## config.mk

```make
export PLATFORM = sky130hd
export DESIGN_NAME = uart_rx_deserializer
export DESIGN_NICKNAME = d
export VERILOG_FILES = /design/src/rtl/uart_pkg.sv /design/src/rtl/uart_rx_sync.sv /design/src/rtl/uart_rx_deserializer.sv
export SDC_FILE = /design/constraint.sdc
export NUM_CORES = 1
export LEC_CHECK = 0
export CELL_PAD_IN_SITES_DETAIL_PLACEMENT = 0
export CELL_PAD_IN_SITES_GLOBAL_PLACEMENT = 1
export CORE_AREA = 3 3 79 81
export CTS_CLUSTER_SIZE = 28
export DETAILED_ROUTE_END_ITERATION = 10
export DIE_AREA = 0 0 82 84
export GPL_ROUTABILITY_DRIVEN = 0
export PLACE_DENSITY = 0.84
export SYNTH_ARGS = -nofsm -noshare
export SYNTH_HDL_FRONTEND = slang
export SYNTH_SLANG_ARGS = --single-unit
```

## constraint.sdc

```tcl
create_clock -name clock -period 2.15 [get_ports clock]
set_input_delay 0.3225 -clock clock [delete_from_list [all_inputs] [get_ports clock]]
set_output_delay 0.3225 -clock clock [all_outputs]
set_load 0.01 [all_outputs]
```

## src/rtl/uart_pkg.sv

```systemverilog
// Shared definitions for the UART receive path.
//   rx_state_e     : receive FSM states
//   WLS_*          : LCR word-length-select encodings
//   OVERSAMPLE     : baud ticks per bit
//   MID_SAMPLE     : tick index (after start-edge detection) of the start-bit sample
//   last_bit_idx() : index of the final data bit for a given word length
package uart_pkg;

    typedef enum logic [2:0] {
        IDLE,
        START,
        DATA,
        PARITY,
        STOP
    } rx_state_e;

    localparam logic [1:0] WLS_5 = 2'b00;
    localparam logic [1:0] WLS_6 = 2'b01;
    localparam logic [1:0] WLS_7 = 2'b10;
    localparam logic [1:0] WLS_8 = 2'b11;

    localparam int OVERSAMPLE = 16;
    localparam int MID_SAMPLE = 7;

    function automatic logic [2:0] last_bit_idx(input logic [1:0] wls);
        case (wls)
            WLS_5:   return 3'd4;
            WLS_6:   return 3'd5;
            WLS_7:   return 3'd6;
            WLS_8:   return 3'd7;
            default: return 3'd7;
        endcase
    endfunction

endpackage

```

## src/rtl/uart_rx_sync.sv

```systemverilog
// Two-flop synchroniser for an asynchronous input plus falling-edge detect.
//   clk_i, rst_ni : clock, async active-low reset (all flops reset to 1 = idle line)
//   d_i           : asynchronous input
//   en_i          : update enable for the edge-history flop (tie high for per-clock edges)
//   q_o           : synchronised level
//   fall_o        : synchronised level went 1 -> 0 since the last enabled cycle
module uart_rx_sync (
    input  logic clk_i,
    input  logic rst_ni,
    input  logic d_i,
    input  logic en_i,
    output logic q_o,
    output logic fall_o
);

    logic s1_q, s2_q, prev_q;

    always_ff @(posedge clk_i or negedge rst_ni) begin
        if (!rst_ni) begin
            s1_q   <= 1'b1;
            s2_q   <= 1'b1;
            prev_q <= 1'b1;
        end else begin
            s1_q <= d_i;
            s2_q <= s1_q;
            // History only advances when enabled, so an edge stays visible
            // until the next enabled cycle instead of being a one-clock pulse.
            if (en_i) prev_q <= s2_q;
        end
    end

    assign q_o    = s2_q;
    assign fall_o = prev_q & ~s2_q;

endmodule

```

## src/rtl/uart_rx_deserializer.sv

```systemverilog
// UART receive deserializer: 16x oversampled start/data/parity/stop framing.
//   clock, PRESETn         : clock, async active-low reset
//   baud_tick              : one-cycle enable at 16x baud; all framing state advances on it
//   RXD                    : asynchronous serial input, idle high
//   lcr_wls/pen/eps/sp     : character format, captured at each valid start bit
//   rx_data, rx_pe/fe/bi   : received character and status, qualified by rx_valid
//   rx_valid, rx_ready     : output handshake
//   rx_overrun             : one-cycle pulse when a completed character is dropped
//   rx_busy                : receiver is inside a frame
module uart_rx_deserializer
    import uart_pkg::*;
(
    input  logic       clock,
    input  logic       PRESETn,
    input  logic       baud_tick,
    input  logic       RXD,
    input  logic [1:0] lcr_wls,
    input  logic       lcr_pen,
    input  logic       lcr_eps,
    input  logic       lcr_sp,
    output logic [7:0] rx_data,
    output logic       rx_pe,
    output logic       rx_fe,
    output logic       rx_bi,
    output logic       rx_valid,
    input  logic       rx_ready,
    output logic       rx_overrun,
    output logic       rx_busy
);

    logic       rxd_s, rxd_fall;
    rx_state_e  state_q;
    logic [3:0] tick_cnt_q;
    logic [2:0] bit_cnt_q;
    logic [7:0] shift_q;
    logic [1:0] wls_q;
    logic       pen_q, eps_q, sp_q, par_q;

    uart_rx_sync u_sync (
        .clk_i (clock),
        .rst_ni(PRESETn),
        .d_i   (RXD),
        .en_i  (baud_tick),
        .q_o   (rxd_s),
        .fall_o(rxd_fall)
    );

    // The counter is cleared on the edge-detect tick, so value k-1 marks the
    // k-th tick after it; bits after the start are sampled every 16 ticks.
    logic tick_mid, tick_end, done;
    assign tick_mid = (tick_cnt_q == 4'(MID_SAMPLE - 1));
    assign tick_end = (tick_cnt_q == 4'(OVERSAMPLE - 1));
    assign done     = baud_tick && (state_q == STOP) && tick_end;

    // Bits enter at the MSB, so an N-bit word ends up in the top N bits.
    logic [1:0] sh_amt_d;
    logic [7:0] data_d;
    logic       par_exp_d, pe_d, fe_d, bi_d;
    assign sh_amt_d  = 2'd3 - wls_q;
    assign data_d    = shift_q >> sh_amt_d;
    assign par_exp_d = sp_q ? ~eps_q : ((^shift_q) ^ ~eps_q);
    assign pe_d      = pen_q & (par_q ^ par_exp_d);
    assign fe_d      = ~rxd_s;
    assign bi_d      = (shift_q == 8'h00) & ~(pen_q & par_q) & ~rxd_s;

    assign rx_busy = (state_q != IDLE);

    always_ff @(posedge clock or negedge PRESETn) begin
        if (!PRESETn) begin
            state_q    <= IDLE;
            tick_cnt_q <= '0;
            bit_cnt_q  <= '0;
            shift_q    <= '0;
            wls_q      <= '0;
            pen_q      <= 1'b0;
            eps_q      <= 1'b0;
            sp_q       <= 1'b0;
            par_q      <= 1'b0;
            rx_data    <= '0;
            rx_pe      <= 1'b0;
            rx_fe      <= 1'b0;
            rx_bi      <= 1'b0;
            rx_valid   <= 1'b0;
            rx_overrun <= 1'b0;
        end else begin
            rx_overrun <= 1'b0;
            if (baud_tick) begin
                case (state_q)
                    IDLE: begin
                        if (rxd_fall) begin
                            state_q    <= START;
                            tick_cnt_q <= '0;
                        end
                    end
                    START: begin
                        if (tick_mid) begin
                            tick_cnt_q <= '0;
                            if (rxd_s) begin
                                state_q <= IDLE;      // glitch, not a start bit
                            end else begin
                                wls_q     <= lcr_wls;
                                pen_q     <= lcr_pen;
                                eps_q     <= lcr_eps;
                                sp_q      <= lcr_sp;
                                shift_q   <= '0;
                                bit_cnt_q <= '0;
                                state_q   <= DATA;
                            end
                        end else begin
                            tick_cnt_q <= tick_cnt_q + 4'd1;
                        end
                    end
                    DATA: begin
                        tick_cnt_q <= tick_cnt_q + 4'd1;
                        if (tick_end) begin
                            shift_q <= {rxd_s, shift_q[7:1]};
                            if (bit_cnt_q == last_bit_idx(wls_q))
                                state_q <= pen_q ? PARITY : STOP;
                            else
                                bit_cnt_q <= bit_cnt_q + 3'd1;
                        end
                    end
                    PARITY: begin
                        tick_cnt_q <= tick_cnt_q + 4'd1;
                        if (tick_end) begin
                            par_q   <= rxd_s;
                            state_q <= STOP;
                        end
                    end
                    STOP: begin
                        tick_cnt_q <= tick_cnt_q + 4'd1;
                        // A start edge already pending lets frames run back to back.
                        if (tick_end) begin
                            tick_cnt_q <= '0;
                            state_q    <= rxd_fall ? START : IDLE;
                        end
                    end
                    default: state_q <= IDLE;
                endcase
            end

            if (done) begin
                if (!rx_valid || rx_ready) begin
                    rx_data  <= data_d;
                    rx_pe    <= pe_d;
                    rx_fe    <= fe_d;
                    rx_bi    <= bi_d;
                    rx_valid <= 1'b1;
                end else begin
                    rx_overrun <= 1'b1;       // held character wins
                end
            end else if (rx_valid && rx_ready) begin
                rx_valid <= 1'b0;
            end
        end
    end

endmodule
```

==> run metrics <==
VDD IR-drop max=0.388 mV; worst slew pin tran=0.536 ns; vias in the first global route=roughly 1600; Max Cap Violations=0; die height=84 µm; TritonCTS clock tree=built; placed insts=309; most frequent cell after synthesis=dfrtp_1; Fillers=515; post-synth cell types=54; pin count of the biggest net entering global routing=18; pre-CTS setup slack=0.286 ns; Final WS setup=0.0667 ns; setup_tns=0 ns; post-synthesis net count=236; arrival time at the worst endpoint=approximately 1.8 ns; via/cell ratio=5.26; Finished Layout Cells=318; worst clock skew=0.00776 ns; largest area contributor in the netlist=dfrtp_1; Mapped Area=2250 µm²; Final Power=2.27 mW; PostCTS Resize Cnt=0; CTS clock-pin slew for the worst setup and hold paths=0.08 ns; Post-synth top cells=dfrtp_1 (37), nand2_1 (28), inv_1 (14), o21ai_0 (12); layout cells sized above 1=0.167; # DRC=0; P&R area growth vs syn=18.2%; htree depth=2; WS Path Type=flip-flop to output port; Initial Util=0.405; GRT Overall Usage=0.141; DP HPWL=3410 µm; Num Clock Sinks=40; Critical Path RT=approximately 1.8 ns; clk_lat worst skew=approximately 0.3 ns; fin. max-slew vios=0; gr ovfl total=0; Async SR Flop Fraction=1.00; chip width=82 µm; die area=6890 µm²; antenna violations before repair=0; Setup-failing EPs final=0; CP endpoint kind=output port; first-pass GRT wire length=7580 µm; detailed-route via count=1672; DRT iter0 DRCs=112; number of flops mapped to enable cells by yosys=0; power density cells=857 nW/µm²; Worst setup SP type=flip-flop; CTS Buf Count=5; Final ANT Viol Nets=0; fin crit share=0.969; status=finished, final reports clean; top-area cell type share of the netlist area=0.412; Std-Cell Rows=27; Yosys reg bits=40; final-report hold violation count=0; HP Class=flip-flop to flip-flop; Gate Count Post-Synth=219; total core area=between 5000 and 6000 µm²; Syn. warnings=0; nets@finish=262; 1st-pass router iterations=4; I/O Buffers=23; Rel. slew slack=0.643; syn avg cell area=10.3 µm²; clock tree root buffer cell=clkbuf_8; ys flop type=dfrtp_1; RSZ-0062 raised after global routing=false; Crit Path Max Fanout=14; Ports=24; dominant cells by area after synthesis=dfrtp_1 (41%), mux2_2 (5.0%), nand2_1 (4.7%), mux2i_1 (4.5%), ha_1 (3.9%); fin crit period=approximately 2.1 ns; Antenna Cells=0; WL final=~4500 µm; Seq/Total Area, Yosys=0.447; Clock Tree Buf Depth=2; Pleak=1.12 nW; Fmax=480 MHz; DR WL/cell=14.1 µm
[final cells by class]
| class | instances | area, µm² | area share |
|---|---|---|---|
| clock buffer | 6 | 82.6 | 0.0311 |
| clock inverter | 2 | 10.0 | 0.00377 |
| inverter | 14 | 52.6 | 0.0198 |
| multi-input combinational | 154 | 1130 | 0.427 |
| sequential | 40 | 1000 | 0.379 |
| tap | 72 | 90.1 | 0.0339 |
| timing repair buffer | 30 | 280 | 0.106 |
[cells by family (layout without fill, tap and decap cells)]
logic type / Yosys count / count (layout) / synth area share
compound gates: 49 / 49 / 0.155
buf+inv: 25 / 52 / 0.0479
xor+xnor: 6 / 6 / 0.0234
mux: 20 / 20 / 0.0947
simple gates: 72 / 72 / 0.193
fa+ha+maj: 7 / 7 / 0.0390
flops: 40 / 40 / 0.447
[placed cells by master, fill, tap and decap left out, drive strengths merged, types with 5 or more instances in the layout]
cell type / instances
a21oi: 6
buf: 7
clkbuf: 6
clkdlybuf4s50: 22
dfrtp: 37
ha: 7
inv: 14
mux2: 10
mux2i: 10
nand2: 28
nand3: 7
nor2: 7
o21ai: 17
xnor2: 5
[through the flow]
step                 util  cell area (µm²)  hold slack (ns)
finish              0.479             2650            0.357
CTS                 0.479             2650            0.358
global placement    0.460             2550            0.243
global route        0.479             2650            0.360
detailed placement  0.460             2550            0.247
floorplan               -             2250           0.0269
[report_power, final]
part	total, mW	switching (mW)	leakage, nW	internal [mW]
registers	1.02	0.144	0.538	0.878
logic	0.738	0.396	0.534	0.342
clock network	0.515	0.259	0.0510	0.256
[path summary, 6_finish.rpt]
check                                  startpoint  slack (ns)                        to  depth (start not counted)
min reg2reg                 u_sync.s1_q$_DFF_PN1_        0.36      u_sync.q_o$_DFF_PN1_                          0
max                        state_q[0]$_DFFE_PN0P_        0.07                   rx_busy                          2
min in group asynchronous                 PRESETn        0.45      wls_q[1]$_DFFE_PN0P_                          2
max reg2reg                state_q[0]$_DFFE_PN0P_        0.28  bit_cnt_q[1]$_DFFE_PN0P_                          4
min                         u_sync.s1_q$_DFF_PN1_        0.36      u_sync.q_o$_DFF_PN1_                          0
max in group asynchronous                 PRESETn        1.16    rx_data[1]$_DFFE_PN0P_                          3
[state kept, by name, indices dropped and copies added (netlist names)]
register       flops
tick_cnt_q         4
rx_valid           1
par_q              1
rx_pe              1
u_sync.q_o         1
state_q            3
shift_q            8
sp_q               1
u_sync.s1_q        1
eps_q              1
rx_fe              1
rx_bi              1
wls_q              2
rx_overrun         1
u_sync.prev_q      1
bit_cnt_q          3
pen_q              1
rx_data            8
[per-layer routing]
layer	global-route usage	vias up	wire length [µm]
met4	0.0634	0	97
met5	0	-	0
li1	-	831	-
met3	0.0259	9	161
met1	0.197	791	2190
met2	0.208	41	2040
[worst max-delay path, cell delays in order (launching register included)]
cell	delay [ns]
dfrtp_1	0.54
or3_1	0.43
clkdlybuf4s50_1	0.49
[what timing repair did]
item,in CTS,in global routing
hold buffers,1,0
buffers inserted,0,0
endpoints found under the hold margin,11,0
Note: power is estimated with default switching activity, not from simulation.
==> patch 1 (config.mk and constraints unchanged) <==
Re-encode `rx_state_e` (5 states) as Gray code, 3 bits wide.
--- a/src/rtl/uart_pkg.sv
+++ b/src/rtl/uart_pkg.sv
@@ -7,11 +7,11 @@
 package uart_pkg;
 
     typedef enum logic [2:0] {
-        IDLE,
-        START,
-        DATA,
-        PARITY,
-        STOP
+        IDLE   = 3'b000,
+        START  = 3'b001,
+        DATA   = 3'b011,
+        PARITY = 3'b010,
+        STOP   = 3'b110
     } rx_state_e;
 
     localparam logic [1:0] WLS_5 = 2'b00;
Formal check against the unedited RTL: same outputs for any inputs over 10 cycles, from zero or initial values and one cycle with PRESETn low; not proved beyond that.
==> patch 1 against the original RTL <==
Setup slack better by 0.058 ns. Worst hold slack worse by 0.28 ns. Combinational power down 16%. Sequential cell count unchanged. Clock power up 19%. Synthesized area down 2.1%. Fmax up 2.8%. Total power up 0.54%. Cell count down 3.1%. Critical path depth unchanged. Via count down 3.8%. Largest power group unchanged. Design area down 1.8%. Wire length down 1.3%.
==> patch 1: results (changes against the original RTL) <==
worst_setup_path:
  register_to_register_path_setup_slack_ns: 0.26  # was 0.28 ns
  crit_arrival_ns: 1.70  # was 1.76 ns
  timing.critical_path.fanout_max: 10  # was 14
  slowest_stage: "dfrtp_1"  # unchanged
  cp_slowest_stage_delay_ns: 0.50  # was 0.54 ns
timing:
  least_margin_pin_slew_ns: 0.512  # was 0.536 ns
  final_max_slew_viol_count: 0  # unchanged
  finClkSkew_ns: 0.00405  # was 0.00776 ns
synth:
  synth.area.top_cells: "dfrtp_1, nand2_1, ha_1"  # was dfrtp_1, mux2_2, nand2_1
  asr_flop_ratio_synth: 1.00  # unchanged
  synth_nets: 226  # was 236
  synth_area_per_cell_sq_um: 10.5  # was 10.3 sq um
  sequential_to_total_area_share_from_yosys_stat: 0.457  # was 0.447
  netlist_top_cells_count: "dfrtp_1, nand2_1, inv_1"  # unchanged
  synthesis.yosys.warnings: 0  # unchanged
clock_network:
  htree_levels: 2  # unchanged
  cts_made_buffers: 5  # unchanged
  clock_tree.buffer_depth: 2  # unchanged
  cts.repair.resized: 0  # unchanged
  clock-root-buffer: "clkbuf_8"  # unchanged
  clk-insertion-delay-late_ns: 0.29
  cts.clk_slew.worst_paths_ns: 0.08  # about the same
  cts_post_setup_buffers_inserted: 0  # unchanged
outcome:
  outcome: "finished, final reports clean"  # unchanged
power:
  ir_drop_mv: 0.500  # was 0.388 mV
  power.leakage_nw: 1.14  # was 1.12 nW
place:
  hpwl_microns: 3210  # was 3410 microns
  buffer_ports.inserted: 23  # unchanged
  numPlacedInstances: 300  # was 309
grt:
  grt_antenna_before_repair: 0  # unchanged
  first_global_vias: 1563  # was 1,592
  grt_start_max_net_pins: 41  # was 18
  grt_first_pass_wirelength_microns: 7890  # was 7580 microns
  grt_util_all_layers: 0.146  # was 0.141
cells_and_area:
  finalNonFillerCells: 308  # was 318
  antenna_cells_inserted: 0  # unchanged
  layout-drive-gt1-share: 0.153  # was 0.167
  top_regs: "rx_data (8), shift_q (8), tick_cnt_q (4)"  # unchanged
  design.final.nets: 252  # was 262
  filler_cell_count: 518  # was 515
drt:
  post_drt_via_cell_ratio: 5.22  # was 5.26
  drt-total-wl_microns: 4420  # was 4480 microns
  detail_route.first_pass.iterations: 4  # unchanged
  dr.first_iter.drc_count: 123  # was 112
worst_hold_path:
  worst_hold_path_type: "input pin to async pin"  # was register to register
[patch 1: logic make-up after synthesis]
family	after synthesis	synth area share
adders and majority gates	7	0.0398
and+or+nand+nor	69	0.168
AOI/OAI and AO/OA	41	0.143
muxes	18	0.103
DFF	40	0.457
buffers and inverters	27	0.0620
xor gates and xnor gates	7	0.0279
[patch 1: layout make-up]
type,count,area share
Multi-Input combinational cell,142,0.406
Clock buffer,6,0.0278
Timing Repair Buffer,32,0.112
Tap cell,72,0.0346
Sequential cell,40,0.386
Clock inverter,2,0.0134
Inverter,14,0.0202
[patch 1: per-stage QoR]
step	hold WS (ns)	instance area (sq um)	power (mW)	setup WS (ns)
2_1_floorplan	0.0269	2200	1.53	0.463
3_3_place_gp	0.346	2500	1.67	0.152
3_5_place_dp	0.348	2500	1.69	0.0789
4_1_cts	0.0959	2610	2.31	0.122
5_1_grt	0.118	2610	2.43	0.0772
6_report	0.0757	2610	2.29	0.124
[patch 1: routing by layer]
layer,wire (microns),GRT usage,up-vias
met5,0,0,-
met4,61,0.0393,0
met3,204,0.0389,10
met2,2100,0.226,39
met1,2050,0.199,775
li1,-,-,784
[patch 1: worst max-delay path, delay by kind of cell (launching register included)]
| kind | cells | cell delay (ns) |
|---|---|---|
| buf+inv | 1 | 0.49 |
| flops | 1 | 0.50 |
| simple gates | 1 | 0.42 |
[patch 1: power breakdown]
part           switching [mW]  internal, mW  leakage, nW
clock network           0.270         0.345       0.0552
logic                   0.298         0.322        0.556
registers               0.186         0.865        0.534
[patch 1: path summary, 6_finish.rpt]
path,startpoint,to,depth (start not counted)
max in group asynchronous,PRESETn,u_sync.prev_q$_DFFE_PN1P_,2
hold / removal,PRESETn,rx_data[1]$_DFFE_PN0P_,2
setup reg to reg,tick_cnt_q[0]$_DFFE_PN0P_,eps_q$_DFFE_PN0P_,6
min in group clock,u_sync.s1_q$_DFF_PN1_,u_sync.q_o$_DFF_PN1_,0
setup / recovery,state_q[2]$_DFFE_PN0P_,rx_busy,2
hold reg to reg,u_sync.s1_q$_DFF_PN1_,u_sync.q_o$_DFF_PN1_,0
==> patch 2 (same settings) <==
Made on the original files. Register the output `rx_overrun` once more, cleared by the reset; this adds one clock of latency there. The other outputs are not delayed to match. Comments in the files are not updated.
--- a/src/rtl/uart_rx_deserializer.sv
+++ b/src/rtl/uart_rx_deserializer.sv
@@ -27,6 +27,8 @@
     output logic       rx_overrun,
     output logic       rx_busy
 );
+
+    logic rx_overrun_s0;
 
     logic       rxd_s, rxd_fall;
     rx_state_e  state_q;
@@ -81,9 +83,9 @@
             rx_fe      <= 1'b0;
             rx_bi      <= 1'b0;
             rx_valid   <= 1'b0;
-            rx_overrun <= 1'b0;
+            rx_overrun_s0 <= 1'b0;
         end else begin
-            rx_overrun <= 1'b0;
+            rx_overrun_s0 <= 1'b0;
             if (baud_tick) begin
                 case (state_q)
                     IDLE: begin
@@ -147,7 +149,7 @@
                     rx_bi    <= bi_d;
                     rx_valid <= 1'b1;
                 end else begin
-                    rx_overrun <= 1'b1;       // held character wins
+                    rx_overrun_s0 <= 1'b1;       // held character wins
                 end
             end else if (rx_valid && rx_ready) begin
                 rx_valid <= 1'b0;
@@ -155,4 +157,12 @@
         end
     end
 
+    always_ff @(posedge clock or negedge PRESETn) begin
+        if (!PRESETn) begin
+            rx_overrun <= '0;
+        end else begin
+            rx_overrun <= rx_overrun_s0;
+        end
+    end
+
 endmodule
Behaviour: same outputs for any inputs over 10 cycles, from zero or initial values and one cycle with PRESETn low; that may be too few to reach the edited logic, so the function may still have changed.
==> patch 2 against the original RTL <==
Count of clock-buffer cells in the layout stayed put. Setup slack better by 0.040 ns. Global-route usage hardly changed. Clock skew is 0.0014 ns higher. Register-to-register slack worse by 0.12 ns. Synthesized area is 0.33% higher. Sequential cell count is 1 higher. Wire length is 4.4% lower. Non-clock buffer count is 2 higher. Design area is 1.6% higher. Highest routed layer unchanged.
Power is not compared: it rests on default switching activity, and its combinational part moved more than twofold at a synthesized area within 25%.
==> patch 2: results (changes against the original RTL) <==
grt:
  grt_first_pass_wirelength_microns: 7690  # was 7580 microns
  first_global_vias: 1626  # was 1,592
  grt_start_max_net_pins: 27  # was 18
  grt_util_all_layers: 0.141  # about the same
  grt_antenna_before_repair: 0  # unchanged
synth:
  netlist_top_cells_count: "dfrtp_1, nand2_1, inv_1"  # unchanged
  syn_inst: 215  # was 219
  post_synth_num_cell_types: 51  # was 54
  ys_dominant_reg_cell: "dfrtp_1"  # unchanged
  sequential_to_total_area_share_from_yosys_stat: 0.457  # was 0.447
  synth_nets: 232  # was 236
  synth.area.top_cells: "dfrtp_1, mux2_2, ha_1"  # was dfrtp_1, mux2_2, nand2_1
timing:
  least_margin_pin_slew_ns: 0.574  # was 0.536 ns
  finClkSkew_ns: 0.00912  # was 0.00776 ns
outcome:
  outcome: "finished, final reports clean"  # unchanged
cells_and_area:
  layout-drive-gt1-share: 0.169  # was 0.167
  design.final.nets: 259  # was 262
  finalNonFillerCells: 315  # was 318
  filler_cell_count: 532  # was 515
clock_network:
  cts_made_buffers: 5  # unchanged
  clock_tree.buffer_depth: 2  # unchanged
drt:
  drt-total-wl_microns: 4290  # was 4480 microns
  dr.first_iter.drc_count: 106  # was 112
  post_drt_via_cell_ratio: 5.22  # was 5.26
worst_setup_path:
  crit_arrival_ns: 1.72  # was 1.76 ns
worst_hold_path:
  worst_hold_path_type: "input pin to async pin"  # was register to register
place:
  hpwl_microns: 3230  # was 3410 microns
  numPlacedInstances: 307  # was 309
  placement.setup.worst_slack_ns: 0.175  # was 0.286 ns
## patch 2: changes by cell type after synthesis, sizes merged, moves of 3 or more
cell	before	now
o21a	3	0
nor4b	3	0
nand2	28	21
mux2	10	16
nand4	3	7
o21ai	17	12
and2	0	3
## patch 2: layer usage
metal / wire (microns) / global-route usage
met1: 2180 / 0.213
met2: 1890 / 0.200
met4: 45 / 0.0363
met3: 173 / 0.0356
met5: 0 / 0
## patch 2: worst paths after layout
kind | depth (start not counted) | start | to | slack [ns]
setup / recovery | 2 | state_q[2]$_DFFE_PN0P_ | rx_busy | 0.11
hold / removal | 1 | PRESETn | state_q[0]$_DFFE_PN0P_ | 0.02
setup reg to reg | 4 | state_q[1]$_DFFE_PN0P_ | shift_q[1]$_DFFE_PN0P_ | 0.16
hold reg to reg | 0 | u_sync.s1_q$_DFF_PN1_ | u_sync.q_o$_DFF_PN1_ | 0.36
max in group asynchronous | 2 | PRESETn | shift_q[2]$_DFFE_PN0P_ | 1.59
min in group clock | 0 | u_sync.s1_q$_DFF_PN1_ | u_sync.q_o$_DFF_PN1_ | 0.36
## patch 2: logic make-up after synthesis
| group | count (synthesis) | synth area share |
|---|---|---|
| flip-flops | 41 | 0.457 |
| AND/OR/NAND/NOR | 72 | 0.187 |
| AO/OA/AOI/OAI | 39 | 0.119 |
| buffers and inverters | 25 | 0.0489 |
| adder cells (fa/ha/maj) | 7 | 0.0389 |
| multiplexers | 25 | 0.125 |
| XOR/XNOR | 6 | 0.0233 |
## patch 2: power breakdown
part           switching (mW)  total, mW  internal (mW)
Clock                   0.266      0.644          0.378
Sequential              0.358       1.37           1.01
Combinational           0.752       1.54          0.787
Total                    1.38       3.55           2.18
## patch 2: area by class of cell
| cell class | instances | area, sq um | share of cell area |
|---|---|---|---|
| Multi-Input combinational cell | 149 | 1110 | 0.413 |
| Sequential cell | 41 | 1030 | 0.382 |
| Timing Repair Buffer | 32 | 293 | 0.109 |
| Clock buffer | 6 | 82.6 | 0.0306 |
| Clock inverter | 2 | 37.5 | 0.0139 |
| Tap cell | 72 | 90.1 | 0.0334 |
| Inverter | 13 | 48.8 | 0.0181 |
## patch 2: metrics by stage
step	cell area [sq um]	hold WS [ns]
floorplan	2250	0.0269
global placement	2570	0.335
detailed placement	2570	0.342
CTS	2700	0.0397
global route	2700	0.0492
finish	2700	0.0217
